===== src/rtl/afe_spi_pkg.sv =====
// Shared types, AFE2256 register addresses and the power-up init table.
package afe_spi_pkg;

   typedef enum logic [1:0] {
      ST_IDLE,
      ST_ISSUE,
      ST_WAIT,
      ST_GAP
   } state_t;

   typedef struct packed {
      logic        rw;
      logic [6:0]  addr;
      logic [15:0] data;
   } afe_frame_t;

   localparam logic [6:0] ADDR_SOFT_RESET = 7'h00;
   localparam logic [6:0] ADDR_CONFIG0    = 7'h30;
   localparam logic [6:0] ADDR_CONFIG1    = 7'h31;
   localparam logic [6:0] ADDR_TIMING0    = 7'h40;
   localparam logic [6:0] ADDR_TIMING1    = 7'h41;
   localparam logic [6:0] ADDR_GAIN       = 7'h5C;
   localparam logic [6:0] ADDR_INT_CFG    = 7'h5D;
   localparam logic [6:0] ADDR_PWR_MODE   = 7'h5E;

   // Init table; entries past the configured table length are never selected.
   function automatic afe_frame_t init_entry(input logic [4:0] i);
      afe_frame_t f;
      f = '0;
      case (i)
         5'd0:    f = '{rw: 1'b0, addr: ADDR_SOFT_RESET, data: 16'h0001};
         5'd1:    f = '{rw: 1'b0, addr: ADDR_CONFIG0,    data: 16'h0C00};
         5'd2:    f = '{rw: 1'b0, addr: ADDR_CONFIG1,    data: 16'h0008};
         5'd3:    f = '{rw: 1'b0, addr: ADDR_GAIN,       data: 16'h0041};
         5'd4:    f = '{rw: 1'b0, addr: ADDR_INT_CFG,    data: 16'h0000};
         5'd5:    f = '{rw: 1'b0, addr: ADDR_PWR_MODE,   data: 16'h0002};
         5'd6:    f = '{rw: 1'b0, addr: ADDR_TIMING0,    data: 16'h0100};
         5'd7:    f = '{rw: 1'b0, addr: ADDR_TIMING1,    data: 16'h0000};
         default: f = '0;
      endcase
      return f;
   endfunction

endpackage


===== src/rtl/afe_init_rom.sv =====
// Combinational init-table lookup, contents come from the package.
module afe_init_rom
   import afe_spi_pkg::*;
(
   input  logic [4:0] idx,
   output afe_frame_t frame
);

   // Pure table decode
   always_comb begin
      frame = init_entry(idx);
   end

endmodule


===== src/rtl/afe_spi_cmd_scheduler.sv =====
// Arbitrates CPU and init-table commands onto the AFE2256 SPI engine.
module afe_spi_cmd_scheduler
   import afe_spi_pkg::*;
#(
   parameter int N_INIT      = 8,
   parameter int TIMEOUT_CYC = 4096,
   parameter int GAP_CYC     = 16
) (
   input  logic        clk,
   input  logic        rst_n,
   input  logic [31:0] cpu_cmd_word,
   input  logic        init_start,
   input  logic        err_clr,
   output logic        spi_start,
   output logic [23:0] spi_cmd,
   input  logic        spi_busy,
   input  logic        spi_done,
   input  logic [15:0] spi_rdata,
   output logic [15:0] rd_data,
   output logic        rd_valid,
   output logic        busy,
   output logic        init_active,
   output logic        init_done,
   output logic        err_timeout,
   output logic        cpu_overrun,
   output logic [15:0] cmd_count
);

   localparam int TW = $clog2(TIMEOUT_CYC + 1);
   localparam int GW = $clog2(GAP_CYC + 1);

   state_t     state, state_next;
   afe_frame_t frame_q, cpu_pend_cmd, rom_frame;
   logic       prev_trig, cpu_pend, cpu_rise, cur_init;
   logic [4:0] idx;
   logic [TW-1:0] wait_cnt;
   logic [GW-1:0] gap_cnt;
   logic       sel_cpu, sel_init, done_hit, timeout_hit;
   logic       unused_bits;

   // spi_busy and the reserved word bits are status only
   assign unused_bits = &{1'b0, spi_busy, cpu_cmd_word[30:24]};

   assign cpu_rise  = cpu_cmd_word[31] & ~prev_trig;
   assign spi_start = (state == ST_ISSUE);
   assign spi_cmd   = frame_q;
   assign busy      = (state != ST_IDLE) | cpu_pend | init_active;

   afe_init_rom u_rom (
      .idx   (idx),
      .frame (rom_frame)
   );

   // State register
   always_ff @(posedge clk or negedge rst_n) begin
      if (!rst_n) state <= ST_IDLE;
      else        state <= state_next;
   end

   // Next-state decode; CPU wins every IDLE decision
   always_comb begin
      state_next  = state;
      sel_cpu     = 1'b0;
      sel_init    = 1'b0;
      done_hit    = 1'b0;
      timeout_hit = 1'b0;
      case (state)
         ST_IDLE: begin
            if (cpu_pend) begin
               sel_cpu    = 1'b1;
               state_next = ST_ISSUE;
            end else if (init_active) begin
               sel_init   = 1'b1;
               state_next = ST_ISSUE;
            end
         end
         ST_ISSUE: state_next = ST_WAIT;
         ST_WAIT: begin
            if (spi_done) begin
               done_hit   = 1'b1;
               state_next = ST_GAP;
            end else if (wait_cnt == TW'(TIMEOUT_CYC - 1)) begin
               timeout_hit = 1'b1;
               state_next  = ST_GAP;
            end
         end
         ST_GAP: begin
            if (gap_cnt == GW'(GAP_CYC - 1)) state_next = ST_IDLE;
         end
         default: state_next = ST_IDLE;
      endcase
   end

   // CPU trigger edge detect and single-entry pending slot
   always_ff @(posedge clk or negedge rst_n) begin
      if (!rst_n) begin
         prev_trig    <= 1'b0;
         cpu_pend     <= 1'b0;
         cpu_pend_cmd <= '0;
      end else begin
         prev_trig <= cpu_cmd_word[31];
         if (sel_cpu) cpu_pend <= 1'b0;
         if (cpu_rise && !cpu_pend) begin
            cpu_pend     <= 1'b1;
            cpu_pend_cmd <= afe_frame_t'(cpu_cmd_word[23:0]);
         end
      end
   end

   // Frame register and source tag, loaded when a command is selected
   always_ff @(posedge clk or negedge rst_n) begin
      if (!rst_n) begin
         frame_q  <= '0;
         cur_init <= 1'b0;
      end else if (sel_cpu) begin
         frame_q  <= cpu_pend_cmd;
         cur_init <= 1'b0;
      end else if (sel_init) begin
         frame_q  <= rom_frame;
         cur_init <= 1'b1;
      end
   end

   // Wait-timeout and inter-frame gap counters
   always_ff @(posedge clk or negedge rst_n) begin
      if (!rst_n) begin
         wait_cnt <= '0;
         gap_cnt  <= '0;
      end else begin
         wait_cnt <= (state == ST_WAIT) ? wait_cnt + 1'b1 : '0;
         gap_cnt  <= (state == ST_GAP)  ? gap_cnt + 1'b1  : '0;
      end
   end

   // Completion bookkeeping: frame count and readback capture
   always_ff @(posedge clk or negedge rst_n) begin
      if (!rst_n) begin
         cmd_count <= '0;
         rd_data   <= '0;
         rd_valid  <= 1'b0;
      end else begin
         rd_valid <= done_hit & frame_q.rw;
         if (done_hit) begin
            cmd_count <= cmd_count + 1'b1;
            if (frame_q.rw) rd_data <= spi_rdata;
         end
      end
   end

   // Init sequence progress; a timed-out init frame aborts the sequence
   always_ff @(posedge clk or negedge rst_n) begin
      if (!rst_n) begin
         init_active <= 1'b0;
         init_done   <= 1'b0;
         idx         <= '0;
      end else if (init_start && !init_active) begin
         init_active <= 1'b1;
         init_done   <= 1'b0;
         idx         <= '0;
      end else if (done_hit && cur_init) begin
         idx <= idx + 1'b1;
         if (idx == 5'(N_INIT - 1)) begin
            init_active <= 1'b0;
            init_done   <= 1'b1;
         end
      end else if (timeout_hit && cur_init) begin
         init_active <= 1'b0;
      end
   end

   // Sticky error flags; a new error beats a simultaneous clear
   always_ff @(posedge clk or negedge rst_n) begin
      if (!rst_n) begin
         err_timeout <= 1'b0;
         cpu_overrun <= 1'b0;
      end else begin
         if (timeout_hit)  err_timeout <= 1'b1;
         else if (err_clr) err_timeout <= 1'b0;
         if (cpu_rise && cpu_pend) cpu_overrun <= 1'b1;
         else if (err_clr)         cpu_overrun <= 1'b0;
      end
   end

endmodule


===== config.mk =====
export PLATFORM = sky130hd
export DESIGN_NAME = afe_spi_cmd_scheduler
export DESIGN_NICKNAME = d
export VERILOG_FILES = /design/src/rtl/afe_spi_pkg.sv /design/src/rtl/afe_init_rom.sv /design/src/rtl/afe_spi_cmd_scheduler.sv
export SDC_FILE = /design/constraint.sdc
export NUM_CORES = 1
export LEC_CHECK = 0
export BUFFER_PORTS_ARGS = -buffer_cell sky130_fd_sc_hd__buf_2
export CORE_ASPECT_RATIO = 1.5
export CORE_MARGIN = 4
export CORE_UTILIZATION = 40
export DETAILED_ROUTE_END_ITERATION = 8
export PLACE_DENSITY = 0.61
export REMOVE_ABC_BUFFERS = 1
export SKIP_CTS_REPAIR_TIMING = 1
export SYNTH_ARGS = -nofsm -noshare
export SYNTH_HDL_FRONTEND = slang
export SYNTH_SLANG_ARGS = --single-unit

===== constraint.sdc =====
create_clock -name clk -period 4.55 [get_ports clk]
set_input_delay 0.6825 -clock clk [delete_from_list [all_inputs] [get_ports clk]]
set_output_delay 0.6825 -clock clk [all_outputs]
set_load 0.02 [all_outputs]

==> Yosys cells after proc, flatten, opt, wreduce, memory -nomap -nowiden <==
Memory sizes are Yosys's and may differ from the RTL's.
Cells that the tools add are included.
{ "word_totals": {"rom_bits": 112, "latchBits": 0, "n_memories": 1, "ramBits": 0, "reg_bits": 113, "output_inout_bits": 63} }
{ "op_classes": {"n_shift": 0, "n_div": 0, "bitwise_logic": 5, "n_mux": 37, "n_lt_le_gt_ge": 0, "add_sub_neg": 4, "n_eq_ne": 10, "n_mul": 0, "reduce_logical": 21} }
{ "mem_list": {"columns": ["name", "words", "word_bits", "rd", "rd_ports_with_merged_regs", "wr", "line", "source"], "rows": [
  ["(name not given)", 8, 14, 1, 0, 0, "afe_spi_pkg.sv:30", "case (i)"]
]} }
{ "ops": {"columns": ["op", "n"], "rows": [
  ["$mux W24", 3],
  ["$mux W1", 24],
  ["$add A16 B1 Y16 const B", 1],
  ["$mux W5", 3],
  ["$reduce_bool A2 Y1", 7],
  ["$add A13 B1 Y13 const B", 1],
  ["$eq A13 B12 Y1 const B", 1],
  ["$mux W13", 1],
  ["$add A5 B1 Y5 const B", 2],
  ["$mux W2", 5],
  ["$pmux W2 S4", 1],
  ["$ne A3 B3 Y1 const B", 2],
  ["$reduce_and A2 Y1", 3],
  ["$eq A5 B3 Y1 const B", 1],
  ["$eq A5 B4 Y1 const B", 1],
  ["$logic_and A1 B1 Y1", 5],
  ["$eq A2 B2 Y1 const B", 2],
  ["$logic_not A2 Y1", 2],
  ["$ne A3 B2 Y1 const B", 1],
  ["$reduce_and A3 Y1", 1],
  ["$reduce_bool A3 Y1", 1],
  ["$and A1 B1 Y1", 2],
  ["$eq A2 B1 Y1 const B", 1],
  ["$logic_not A1 Y1", 2],
  ["other kinds (3)", 4]
]} }

==> Depth between registers and ports, before layout <==
{ "depth": {"depth_word": 8, "depth_mapped": 8} }

==> Cells and area by module <==
A second synthesis with hierarchy kept.
{ "unflattened": {"hier_cells": 436, "hier_area_um2": 5178.7} }
{ "by_module_without_submodules": {"columns": ["module", "cells_per_inst", "area_per_inst_um2", "seq_area_each_um2", "instances"], "rows": [
  ["afe_spi_cmd_scheduler", 398, 4885.9, 2827.7, 1],
  ["afe_init_rom", 38, 292.8, 0.0, 1]
]} }

==> Worst setup path before layout <==
Ideal clock, no wire load.
{ "synth_timing": {"path_kind": "input to register", "start": "in cpu_cmd_word[31]", "end": "reg cpu_pend_cmd[10] in the netlist's numbering", "t_arrival_ps": 1605, "setup_ps": 125, "required_ps": 4425, "path_slack_ps": 2820, "path_buffers": 1, "cell_stages": 3, "path_cell_list": "nor3b_2 buf_6 mux2_2"} }
{ "synth_via": {"elab_chain_cells": 2} }
{ "synth_lines": {"columns": ["item", "line", "source"], "rows": [
  ["start: declaration", "afe_spi_cmd_scheduler.sv:11", "input logic [31:0] cpu_cmd_word,"],
  ["$and A1 B1 Y1", "afe_spi_cmd_scheduler.sv:44", "assign cpu_rise = cpu_cmd_word[31] & ~prev_trig;"],
  ["$logic_and A1 B1 Y1", "afe_spi_cmd_scheduler.sv:103", "if (cpu_rise && !cpu_pend) begin"],
  ["end signal: assignment", "afe_spi_cmd_scheduler.sv:105", "cpu_pend_cmd <= afe_frame_t'(cpu_cmd_word[23:0]);"],
  ["end: declaration", "afe_spi_cmd_scheduler.sv:33", "afe_frame_t frame_q, cpu_pend_cmd, rom_frame;"]
]} }
No other way between the ends.
A chain may end at the register's enable or synchronous reset.

==> Final worst setup path <==
{ "layout_timing": {"start": "reg state[0]", "end": "reg frame_q, in the netlist spi_cmd[17]"} }
{ "layout_via": {"elab_chain_cells": 3, "word_cells_on_any_way": 5, "classes_between": "3 x mux; 2 x reduce/logical"} }
{ "layout_lines": {"columns": ["item", "line", "source"], "rows": [
  ["start: declaration", "afe_spi_cmd_scheduler.sv:32", "state_t state, state_next;"],
  ["start signal: assignment", "afe_spi_cmd_scheduler.sv:57", "else state <= state_next;"],
  ["$logic_not A2 Y1 *", "afe_spi_cmd_scheduler.sv:67", "case (state)"],
  ["$mux W1", "afe_spi_cmd_scheduler.sv:67", null],
  ["$mux W24 or $reduce_bool A2 Y1 (tied branches)", null, null],
  ["end signal: assignment", "afe_spi_cmd_scheduler.sv:116", "frame_q <= cpu_pend_cmd;"],
  ["end signal: assignment", "afe_spi_cmd_scheduler.sv:119", "frame_q <= rom_frame;"],
  ["end: declaration", "afe_spi_cmd_scheduler.sv:33", null]
]} }
Every way passes the cells marked *; elsewhere a longest branch is shown, timed or not.

==> results.toml <==
[run_status]
status = "complete, no violations"

[route]
first_iter_violations = 108
vias = 3333
drcViolationCount = 0
vias_per_cell = 5.09
ant_nets = 0
drt_pre_antenna_iters = 4
avgRoutedWirePerCell_um = 16.0
routed_wl_mm = 10.5

[worst_setup_path]
reg2reg_from = "state[0]"
reg2reg_depth = 7
r2r-end = "spi_cmd[17]"
r2r_slack_ps = 2190
worstSetupStartpointType = "flop"
critPathRequiredTime_ps = 4830
crit_end = "spi_cmd[17]"
endpoint_kind = "flop"
crit_arrival_ps = 2650
critPathLaunch = "state[0]"
worstSetupPathType = "flop to flop"
path_max_fanout = 17

[synthesis]
ys_types = 46
synthFlopType = "dfrtp_1"
synth_largest_area_cell = "dfrtp_1"
syn_inst = 377
synthArstFlopShare_pct = 100
syn_area_mm2 = 0.00484
ys_warn_count = 0
synth.avg_cell_area_um2 = 12.8
synth-edff-count = 0
ys_seq_elements = 113
yosysTopAreaCellShare_pct = 58.5
seq_area_frac_synth_pct = 58.5
synthTopCellsByArea = "dfrtp_1 (58%), mux2_2 (9.5%), ha_1 (3.6%)"

[finish]
syn_to_final_growth_pct = 26.3
fillers = 1036
layout.nets = 561
diodes = 0
drive_above_1_share_pct = 38.0

[pwr]
switching_share_pct = 33.3
combPwrFrac_pct = 30.4
p_leak_nw = 3.02
power_density_mw_per_mm2 = 679
ir_drop_mv = 0.219
power.total_w = 0.00415
p_seq_share_pct = 38.3
p_int_w = 0.00277
pwr-share-clk_pct = 31.3
p_sw_w = 0.00138

[timing]
finalHoldViolCount = 0
min_period_ps = 2360
timing.slew.headroom_pct = 42.3
rsz0062_at_grt = "false"
fmax_mhz = 423
maxSlewViolCount = 0
fin_crit_sh_pct = 52.0
clock-skew-final_ps = 7.08
worstMarginPinSlew_ps = 866
setup-tns-final_ps = 0
finalSetupViolations = 0

[clock_network]
clk_latency_ps = 400
cts_sinks = 113
clk_pin_slew_ps = 50
cts_tree = "built"
clock-root-buffer = "clkbuf_16"
cts_made_buffers = 17
cts_htree_levels = 4
clock_path_buffers = 2

[global_route]
grt_pass1_vias = 3562
grt_max_degree = 70
grt_pass1_wl_mm = 17.8
antenna_found_initial = 0
grt_util_all_layers_pct = 15.8
grt_overflow = 0

[die]
fp.dieW_um = 97.8
die_area_mm2 = 0.0140
rows = 48
initial_core_util_pct = 41.5
ios = 117
die-height_um = 143
core_mm2 = 0.0117

[placement]
io_buffers = 108
place_congestion = 0.760
dp_hpwl_mm = 7.35

[min_path]
hold_class = "input port to async pin"

[job]
maxCapViolations = 0
layout make-up:
type                            instances  area, µm²  area share [%]
Inverter                               15       56.3           0.921
Timing Repair Buffer                  112        573            9.38
Sequential cell                       113       2830            46.3
Clock inverter                          5       75.1            1.23
Tap cell                              150        188            3.07
Multi-Input combinational cell        234       1880            30.8
Clock buffer                           26        509            8.33
flip-flops by register name, indices dropped and copies added (netlist names):
name and cells:
prev_trig 1, cur_init 1, cmd_count 16, state 2, cpu_pend 1, cpu_pend_cmd 24
gap_cnt 5, init_active 1, init_done 1, wait_cnt 13, err_timeout 1, rd_data 16
idx 5, rd_valid 1, cpu_overrun 1, spi_cmd 24
cells in the mapped netlist, types with 6 or more instances:
cell type	number
xnor2_1	15
a21oi_1	6
nor3_1	6
nand2_1	11
and2_1	15
dfrtp_1	113
nand3_1	14
xor2_1	13
mux2_2	41
o21ai_0	9
buf_2	8
inv_1	15
nor2_1	16
nand4_1	9
ha_1	14
a22o_1	10
a221o_1	8
worst max-delay path, stage by stage (launching register included):
cell and delay (ps):
dfrtp_1 390, inv_1 110, ha_1 320, and2_1 460
buf_4 330, nor3_1 110, and4_1 240, a221o_1 270
layer usage:
layer	track usage (%)	share of wire [%]	vias to the layer above
li1	-	-	1570
met1	18.4	41	1673
met2	27.8	53	77
met3	5.03	4.3	13
met4	5.18	1.4	0
met5	0	0	-
layout by cell type (no fill, tap or decap), types with 2 or more instances in the layout:
master and count:
nand2_1 11, clkbuf_8 5, mux2_2 41, a21oi_1 6, nand4_1 9, a22o_1 10, and2_1 15, ha_1 14
xnor2_1 15, and4_1 3, a22oi_1 5, o21ai_0 9, nand3_1 14, bufinv_16 2, buf_2 107, nand4b_1 2
nor2b_1 5, or3_1 2, a221o_1 8, and3_1 5, a211oi_1 3, dfrtp_1 113, a21boi_0 3, o21ai_2 2
nand3b_1 2, clkbuf_1 4, buf_4 5, xor2_1 13, clkbuf_16 17, inv_1 15, nor2_1 16, clkinv_2 3
nor3_1 6
metrics by stage:
step / cells / setup slack [ps] / util, % / cell area, µm² / hold WS [ps]
final: 655 / 2190 / 52.4 / 6110 / 394
after global routing: 655 / 2020 / 52.4 / 6110 / 403
after CTS: 655 / 2180 / 52.4 / 6110 / 408
after detailed placement: 624 / 2210 / 47.4 / 5530 / 460
after global placement: 624 / 2270 / 47.4 / 5530 / 443
after floorplan: 362 / 2310 / - / 4760 / 387
how the worst min path moves through the flow:
stage                        to  slack (ps)
2_1_floorplan      cmd_count[0]         390
3_3_place_gp         gap_cnt[0]         440
3_5_place_dp         gap_cnt[0]         460
4_1_cts               prev_trig         410
5_1_grt               prev_trig         400
6_report       cpu_pend_cmd[19]         390
power groups by stage:
stage	sequential (W)	combinational, W	clock [W]
2_1_floorplan	0.00177	0.000643	0
3_3_place_gp	0.00158	0.00125	0
3_5_place_dp	0.00161	0.00127	0
4_1_cts	0.00159	0.00129	0.00132
5_1_grt	0.00164	0.00139	0.00138
6_report	0.00159	0.00126	0.00130
cells by family after synthesis:
| family | synth area share, % |
|---|---|
| adder cells (fa/ha/maj) | 3.62 |
| AO/OA/AOI/OAI | 7.53 |
| buffers and inverters | 2.85 |
| AND/OR/NAND/NOR | 12.6 |
| multiplexers | 9.85 |
| flip-flops | 58.5 |
| XOR/XNOR | 5.07 |
(Power assumes the default switching activity.)
